**src/rtl/tmds_link_sequencer.sv**
```systemverilog
`timescale 1ns/1ps
// -----------------------------------------------------------------------------
// tmds_link_sequencer
//
// Brings up a TMDS (DVI/HDMI) transmitter link and formats the three parallel
// 10-bit channel words that feed the 10:1 serializers.
//
//   * Holds the serializers in reset until the PLL has been locked for
//     LOCK_STABLE consecutive cycles.
//   * Sends control token 00 on all channels until the first vsync rising
//     edge, then declares the link up.
//   * Delays video timing and pre-encoded words through a 10-stage pipeline.
//     In HDMI mode this gives room to insert an 8-cycle preamble and a
//     2-cycle guard band ahead of every video period. That period must follow
//     at least 10 blanking cycles. A shorter gap gets no insertion and sets
//     a sticky error flag.
//   * Any loss of PLL lock drops straight back to the lock wait. Any
//     insertion in progress is abandoned.
//
// Ports
//   i_clk          pixel clock, all logic on rising edge
//   i_rst_n        asynchronous active-low reset
//   i_pll_lock     PLL lock (synchronous to i_clk)
//   i_de/i_hsync/i_vsync            video timing
//   i_tmds_ch0/1/2 [9:0]            pre-encoded video words (valid when i_de)
//   o_rst_oserdes                   active-high serializer reset
//   o_data_ch0/1/2 [9:0]            registered words to the serializers
//   o_link_up                       link streaming
//   o_err                           sticky short-blanking-gap flag
// -----------------------------------------------------------------------------
module tmds_link_sequencer #(
    parameter int unsigned LOCK_STABLE = 64,
    parameter int unsigned HDMI_MODE   = 1
) (
    input  logic       i_clk,
    input  logic       i_rst_n,
    input  logic       i_pll_lock,
    input  logic       i_de,
    input  logic       i_hsync,
    input  logic       i_vsync,
    input  logic [9:0] i_tmds_ch0,
    input  logic [9:0] i_tmds_ch1,
    input  logic [9:0] i_tmds_ch2,
    output logic       o_rst_oserdes,
    output logic [9:0] o_data_ch0,
    output logic [9:0] o_data_ch1,
    output logic [9:0] o_data_ch2,
    output logic       o_link_up,
    output logic       o_err
);

    localparam int unsigned PIPE_DEPTH   = 10;
    localparam logic [3:0]  PREAMBLE_END = 4'd8;   // last preamble slot
    localparam logic [3:0]  GUARD_END    = 4'd10;  // last guard-band slot
    localparam logic [9:0]  LOCK_TARGET  = 10'(LOCK_STABLE);
    localparam bit          HDMI_EN      = (HDMI_MODE != 0);

    localparam logic [9:0] TOKEN_00 = 10'b1101010100;
    localparam logic [9:0] TOKEN_01 = 10'b0010101011;
    localparam logic [9:0] TOKEN_10 = 10'b0101010100;
    localparam logic [9:0] TOKEN_11 = 10'b1010101011;
    localparam logic [9:0] GUARD_02 = 10'b1011001100;  // ch0 and ch2
    localparam logic [9:0] GUARD_1  = 10'b0100110011;  // ch1

    typedef enum logic [1:0] {
        WAIT_LOCK  = 2'd0,
        WAIT_VSYNC = 2'd1,
        LINK_UP    = 2'd2
    } state_t;

    // Maps a {c1,c0} control pair onto its TMDS control token.
    function automatic logic [9:0] ctrl_token(input logic [1:0] ctl);
        logic [9:0] tok;
        case (ctl)
            2'b00:   tok = TOKEN_00;
            2'b01:   tok = TOKEN_01;
            2'b10:   tok = TOKEN_10;
            2'b11:   tok = TOKEN_11;
            default: tok = TOKEN_00;
        endcase
        return tok;
    endfunction

    state_t                     state_q, state_d;
    logic [9:0]                 lock_cnt_q, lock_cnt_d;
    logic                       rst_oserdes_q, rst_oserdes_d;
    logic                       link_up_q, link_up_d;
    logic                       err_q, err_d;
    logic [3:0]                 ins_q, ins_d;
    logic [9:0]                 data0_q, data0_d;
    logic [9:0]                 data1_q, data1_d;
    logic [9:0]                 data2_q, data2_d;

    logic [PIPE_DEPTH-1:0]      de_pipe_q;
    logic [PIPE_DEPTH-1:0]      hs_pipe_q;
    logic [PIPE_DEPTH-1:0]      vs_pipe_q;
    logic [PIPE_DEPTH-1:0][9:0] ch0_pipe_q;
    logic [PIPE_DEPTH-1:0][9:0] ch1_pipe_q;
    logic [PIPE_DEPTH-1:0][9:0] ch2_pipe_q;

    logic       streaming_s;
    logic       de_rise_s;
    logic       gap_ok_s;
    logic       start_s;
    logic [3:0] slot_s;
    logic       de_dly_s;
    logic [1:0] sync_dly_s;

    // Delay pipeline: runs in every state so it never holds stale data.
    always_ff @(posedge i_clk or negedge i_rst_n) begin
        if (!i_rst_n) begin
            de_pipe_q  <= '0;
            hs_pipe_q  <= '0;
            vs_pipe_q  <= '0;
            ch0_pipe_q <= '0;
            ch1_pipe_q <= '0;
            ch2_pipe_q <= '0;
        end else begin
            de_pipe_q  <= {de_pipe_q[PIPE_DEPTH-2:0], i_de};
            hs_pipe_q  <= {hs_pipe_q[PIPE_DEPTH-2:0], i_hsync};
            vs_pipe_q  <= {vs_pipe_q[PIPE_DEPTH-2:0], i_vsync};
            ch0_pipe_q <= {ch0_pipe_q[PIPE_DEPTH-2:0], i_tmds_ch0};
            ch1_pipe_q <= {ch1_pipe_q[PIPE_DEPTH-2:0], i_tmds_ch1};
            ch2_pipe_q <= {ch2_pipe_q[PIPE_DEPTH-2:0], i_tmds_ch2};
        end
    end

    // Stage 0 holds the previous cycle's input, so the whole pipeline covers
    // exactly the 10 cycles preceding the current input.
    assign de_rise_s   = i_de & ~de_pipe_q[0];
    assign gap_ok_s    = ~(|de_pipe_q);
    assign streaming_s = (state_q == LINK_UP) & i_pll_lock;
    assign start_s     = HDMI_EN & streaming_s & de_rise_s & gap_ok_s;
    assign de_dly_s    = de_pipe_q[PIPE_DEPTH-1];
    assign sync_dly_s  = {vs_pipe_q[PIPE_DEPTH-1], hs_pipe_q[PIPE_DEPTH-1]};

    // Insertion slot being emitted this cycle (1..10); 0 means none.
    // ins_q remembers the last slot emitted so the sequence continues.
    always_comb begin
        slot_s = 4'd0;
        ins_d  = 4'd0;
        if (!streaming_s) begin
            slot_s = 4'd0;
        end else if (start_s) begin
            slot_s = 4'd1;
        end else if (ins_q != 4'd0) begin
            slot_s = ins_q + 4'd1;
        end else begin
            slot_s = 4'd0;
        end
        if ((slot_s != 4'd0) && (slot_s < GUARD_END)) begin
            ins_d = slot_s;
        end else begin
            ins_d = 4'd0;
        end
    end

    // Link FSM next state, lock counter and the registered status outputs.
    always_comb begin
        state_d    = state_q;
        lock_cnt_d = lock_cnt_q;
        case (state_q)
            WAIT_LOCK: begin
                if (!i_pll_lock) begin
                    lock_cnt_d = 10'd0;
                end else if ((lock_cnt_q + 10'd1) == LOCK_TARGET) begin
                    lock_cnt_d = 10'd0;
                    state_d    = WAIT_VSYNC;
                end else begin
                    lock_cnt_d = lock_cnt_q + 10'd1;
                end
            end
            WAIT_VSYNC: begin
                lock_cnt_d = 10'd0;
                if (!i_pll_lock) begin
                    state_d = WAIT_LOCK;
                end else if (i_vsync && !vs_pipe_q[0]) begin
                    state_d = LINK_UP;
                end else begin
                    state_d = WAIT_VSYNC;
                end
            end
            LINK_UP: begin
                lock_cnt_d = 10'd0;
                if (!i_pll_lock) begin
                    state_d = WAIT_LOCK;
                end else begin
                    state_d = LINK_UP;
                end
            end
            default: begin
                lock_cnt_d = 10'd0;
                state_d    = WAIT_LOCK;
            end
        endcase
        rst_oserdes_d = (state_d == WAIT_LOCK);
        link_up_d     = (state_d == LINK_UP);
        // A rise that follows too short a gap cannot carry a preamble.
        err_d = err_q | (HDMI_EN & streaming_s & de_rise_s & ~gap_ok_s);
    end

    // Channel word selection: insertion, delayed video, or control tokens.
    always_comb begin
        data0_d = TOKEN_00;
        data1_d = TOKEN_00;
        data2_d = TOKEN_00;
        if (!streaming_s) begin
            data0_d = TOKEN_00;
            data1_d = TOKEN_00;
            data2_d = TOKEN_00;
        end else if (slot_s != 4'd0) begin
            if (slot_s <= PREAMBLE_END) begin
                // Preamble: CTL0=1 only; ch0 keeps carrying sync.
                data0_d = ctrl_token(sync_dly_s);
                data1_d = ctrl_token(2'b01);
                data2_d = ctrl_token(2'b00);
            end else begin
                data0_d = GUARD_02;
                data1_d = GUARD_1;
                data2_d = GUARD_02;
            end
        end else if (de_dly_s) begin
            data0_d = ch0_pipe_q[PIPE_DEPTH-1];
            data1_d = ch1_pipe_q[PIPE_DEPTH-1];
            data2_d = ch2_pipe_q[PIPE_DEPTH-1];
        end else begin
            data0_d = ctrl_token(sync_dly_s);
            data1_d = ctrl_token(2'b00);
            data2_d = ctrl_token(2'b00);
        end
    end

    // State, counters and output registers.
    always_ff @(posedge i_clk or negedge i_rst_n) begin
        if (!i_rst_n) begin
            state_q       <= WAIT_LOCK;
            lock_cnt_q    <= 10'd0;
            rst_oserdes_q <= 1'b1;
            link_up_q     <= 1'b0;
            err_q         <= 1'b0;
            ins_q         <= 4'd0;
            data0_q       <= TOKEN_00;
            data1_q       <= TOKEN_00;
            data2_q       <= TOKEN_00;
        end else begin
            state_q       <= state_d;
            lock_cnt_q    <= lock_cnt_d;
            rst_oserdes_q <= rst_oserdes_d;
            link_up_q     <= link_up_d;
            err_q         <= err_d;
            ins_q         <= ins_d;
            data0_q       <= data0_d;
            data1_q       <= data1_d;
            data2_q       <= data2_d;
        end
    end

    assign o_rst_oserdes = rst_oserdes_q;
    assign o_link_up     = link_up_q;
    assign o_err         = err_q;
    assign o_data_ch0    = data0_q;
    assign o_data_ch1    = data1_q;
    assign o_data_ch2    = data2_q;

endmodule
```
**config.mk**
```make
export PLATFORM = sky130hd
export DESIGN_NAME = tmds_link_sequencer
export DESIGN_NICKNAME = d
export VERILOG_FILES = /design/src/rtl/tmds_link_sequencer.sv
export SDC_FILE = /design/constraint.sdc
export NUM_CORES = 1
export LEC_CHECK = 0
export BUFFER_PORTS_ARGS = -buffer_cell sky130_fd_sc_hd__clkbuf_2
export CORE_ASPECT_RATIO = 0.8
export CORE_MARGIN = 10
export CORE_UTILIZATION = 30
export DETAILED_ROUTE_END_ITERATION = 8
export PLACE_DENSITY = 0.49
export RECOVER_POWER = 100
export SYNTH_ARGS = -nofsm -noshare
export SYNTH_HDL_FRONTEND = slang
export SYNTH_SLANG_ARGS = --single-unit
```
**constraint.sdc**
```tcl
create_clock -name i_clk -period 2 [get_ports i_clk]
set_clock_uncertainty 0.05 [all_clocks]
set_input_delay 0.4 -clock i_clk [delete_from_list [all_inputs] [get_ports i_clk]]
set_output_delay 0.4 -clock i_clk [all_outputs]
set_load 0.01 [all_outputs]
```
==> results.sh <==
export IMPL_dieHeight_um=189
export IMPL_drt_iter0_markers=307
export IMPL_num_rows=61
export IMPL_clkPwrFrac_pct=45.8
export IMPL_yosysMostFrequentCell="dfrtp_1"
export IMPL_r2r_start="ins_q[0]"
export IMPL_cts_buffers=38
export IMPL_overflow=0
export IMPL_htreeDepth=2
export IMPL_die_area_sq_um=43600
export IMPL_min_period_ns=2.01
export IMPL_gr_usage_met1_pct=9.42
export IMPL_p_int_mw=12.4
export IMPL_path_max_fanout=5
export IMPL_synth_top_area_cell="dfrtp_1"
export IMPL_synth_area_sq_um=10700
export IMPL_ys_seq_area_share_pct=89.0
export IMPL_grtUsageMet2_pct=12.6
export IMPL_core_sq_um=35000
export IMPL_hp_class="primary input to flop"
export IMPL_fin_crit_sh_pct=100
export IMPL_cts_sinks=379
export IMPL_timing_fmax_mhz=498
export IMPL_io_pins=69
export IMPL_start_kind="flop"
export IMPL_cts_buffer_depth=3
export IMPL_power_switching_mw=3.11
export IMPL_drc=0
export IMPL_wl_um=16200
export IMPL_finalWorstSetupSlack_ns=-0.00827
export IMPL_synth_cell_types=59
export IMPL_clk_latency_ns=0.53
export IMPL_critical_path_class="flop to flop"
export IMPL_wl_per_cell_um=13.3
export IMPL_area_growth_pct=26.0
export IMPL_combPwrFrac_pct=1.9
export IMPL_worstPathRequired_ns=2.39
export IMPL_hold_violations=0
export IMPL_cts_root_buffer="clkbuf_16"
export IMPL_gp_congestion=0.776
export IMPL_dp_hpwl_um=10100
export IMPL_yosys_register_bits=379
export IMPL_arrival_ns=2.40
export IMPL_r2r_slack_ns=-0.008
export IMPL_grt_pass1_wl_um=27700
export IMPL_status="finished, violations left"
export IMPL_holdWs_ns=0.110
export IMPL_synthArstFlopShare_pct=100
export IMPL_synth_commonest_cells="dfrtp_1 (363), nor2_1 (27), dfstp_2 (16)"
export IMPL_viasPerCell=3.94
export IMPL_gr_usage_met3_pct=2.21
export IMPL_max_slew_margin_pct=42.9
export IMPL_rsz0062_at_grt="yes"
export IMPL_seq_power_share_pct=52.3
export IMPL_syn_nets=603
export IMPL_yosysWarnings=0
export IMPL_synth_edf_count=0
export IMPL_setup_violations=3
export IMPL_r2r_cells=7
export IMPL_violations="negative setup slack"
export IMPL_worst_pin_slew_ns=0.857
export IMPL_endpoint_kind="flop"
export IMPL_switching_share_pct=20.1
export IMPL_ys_flop_type="dfrtp_1"
export IMPL_p_leak_nw=5.99
export IMPL_portBuffers=68
export IMPL_grt_most_used_layer="met2"
export IMPL_die_w_um=231
export IMPL_synthTopCellsByArea="dfrtp_1 (85%), dfstp_2 (3.9%), nor2_1 (0.95%), ha_1 (0.82%), xnor2_1 (0.49%)"
export IMPL_drv_slew=0
export IMPL_first_global_vias=5392
export IMPL_first_pass_iters=4
export IMPL_diodes=0
export IMPL_grtUsageTotal_pct=7.78
export IMPL_start_util_pct=30.5
export IMPL_postSynthAreaPerCell_sq_um=19.1
export IMPL_antenna_found_initial=0
export IMPL_grt_max_degree=70
export IMPL_dr_total_vias=4804
export IMPL_drtAntennaViolNets=0
export IMPL_worstReg2RegEnd="o_data_ch0[4]"
export IMPL_clkTransAtPathRegs_ns=0.07
export IMPL_synthCells=560
export IMPL_drv_cap=0
export IMPL_endpoint="o_data_ch0[4]"
export IMPL_irDropWorstVdd_v=0.000608
export IMPL_critPathLaunch="ins_q[0]"
export IMPL_drive_above_1_share_pct=22.1
export IMPL_synth_top_area_share_pct=85.1
export IMPL_cts_tree="built"
export IMPL_power_density_nw_per_um2=1150
export IMPL_pre_cts_ws_ns=-0.0826
export IMPL_nets=760
[worst max-delay path: stages, from the launching register on]
cell and delay [ns]:
dfrtp_1 0.39, inv_2 0.09, ha_4 0.20, or4b_4 0.52
o211ai_2 0.12, and2_4 0.20, a211oi_2 0.08, a211o_1 0.27
[what timing repair did]
action,CTS,global route
hold endpoints to repair,74,0
setup endpoints to repair,25,34
pin swaps,4,3
buffers inserted,1,0
gates resized for setup,8,16
gates cloned,0,0
hold buffers,34,0
[sequential cells by signal, indices dropped and copies added (netlist names)]
register and cells:
o_data_ch0 10, lock_cnt_q 10, o_data_ch2 10, vs_pipe_q 10, o_err 1, hs_pipe_q 10
ins_q 4, de_pipe_q 10, o_data_ch1 10, o_link_up 1, state_q 2, o_rst_oserdes 1
ch2_pipe_q 100, ch1_pipe_q 100, ch0_pipe_q 100
[through the flow]
step | utilization, % | setup TNS, ns | power (mW) | area, sq um | cells
floorplan | - | 0 | 8.26 | 10700 | 560
detailed placement | 33.9 | -0.676 | 8.53 | 11900 | 1114
global placement | 33.9 | -0.144 | 8.50 | 11900 | 1114
global route | 38.5 | -1.14 | 16.2 | 13500 | 1219
finish | 38.5 | -0.0233 | 15.5 | 13500 | 1219
CTS | 38.7 | -0.0244 | 15.8 | 13500 | 1219
[kinds of logic (layout without fill, tap and decap cells)]
group | after synthesis | in the layout | share of synthesized area, %
compound gates | 53 | 53 | 3.60
buf+inv | 20 | 207 | 0.797
simple gates | 88 | 88 | 4.65
fa+ha+maj | 7 | 7 | 0.820
mux | 2 | 2 | 0.199
flops | 379 | 379 | 89.0
xor+xnor | 11 | 11 | 0.902
[power by group through the flow]
stage,combinational (mW),clock (mW),sequential (mW)
floorplan,0.0470,0,8.21
global placement,0.261,0,8.24
detailed placement,0.278,0,8.25
CTS,0.331,7.35,8.12
global route,0.348,7.71,8.14
finish,0.295,7.09,8.11
[worst min-delay path by stage]
stage,startpoint,endpoint,depth (start not counted)
final,i_pll_lock,o_rst_oserdes,2
after global routing,i_pll_lock,o_rst_oserdes,2
after CTS,i_pll_lock,o_rst_oserdes,2
after detailed placement,ch0_pipe_q[10],ch0_pipe_q[20],0
after floorplan,i_rst_n,ch0_pipe_q[0],0
after global placement,ch1_pipe_q[29],ch1_pipe_q[39],0
[area by class of cell]
class	count	area, sq um
clock inverter	15	183
tap	472	591
clock buffer	55	1110
multi-input combinational	161	1200
inverter	12	45.0
timing repair buffer	125	823
fill	3242	21500
sequential	379	9500
[layer usage]
layer | vias to the layer above | share of wire [%] | routed length (um)
li1 | 2161 | - | -
met5 | - | 0 | 0
met2 | 112 | 49 | 7980
met4 | 0 | 3.0 | 486
met1 | 2484 | 42 | 6810
met3 | 47 | 5.7 | 924
[placed cells by master (no fill, tap or decap), types with 3 or more instances in the layout]
cell           Yosys  final
nor2_1            27     26
dfstp_2           16     16
a21oi_1           10     10
nor2b_1            3      3
o21a_1             4      3
nand3_1            8      8
a31o_2             3      3
ha_1               7      5
buf_4              0     16
clkbuf_4           0      6
clkbuf_16          0     39
and2_1             6      5
clkbuf_8           0      7
nand2_1           11      9
xor2_1             5      5
o21ai_1            1      3
nand2b_1           5      5
clkinv_2           0      6
dfrtp_1          363    363
nor3_1             5      5
inv_1             12     10
o21ai_0            8      4
clkbuf_2           1     32
dlygate4sd3_1      0     34
clkbuf_1           5     44
bufinv_16          0      3
xnor2_1            6      6
inv_6              0      3
Note: power is estimated with default switching activity, not from simulation.
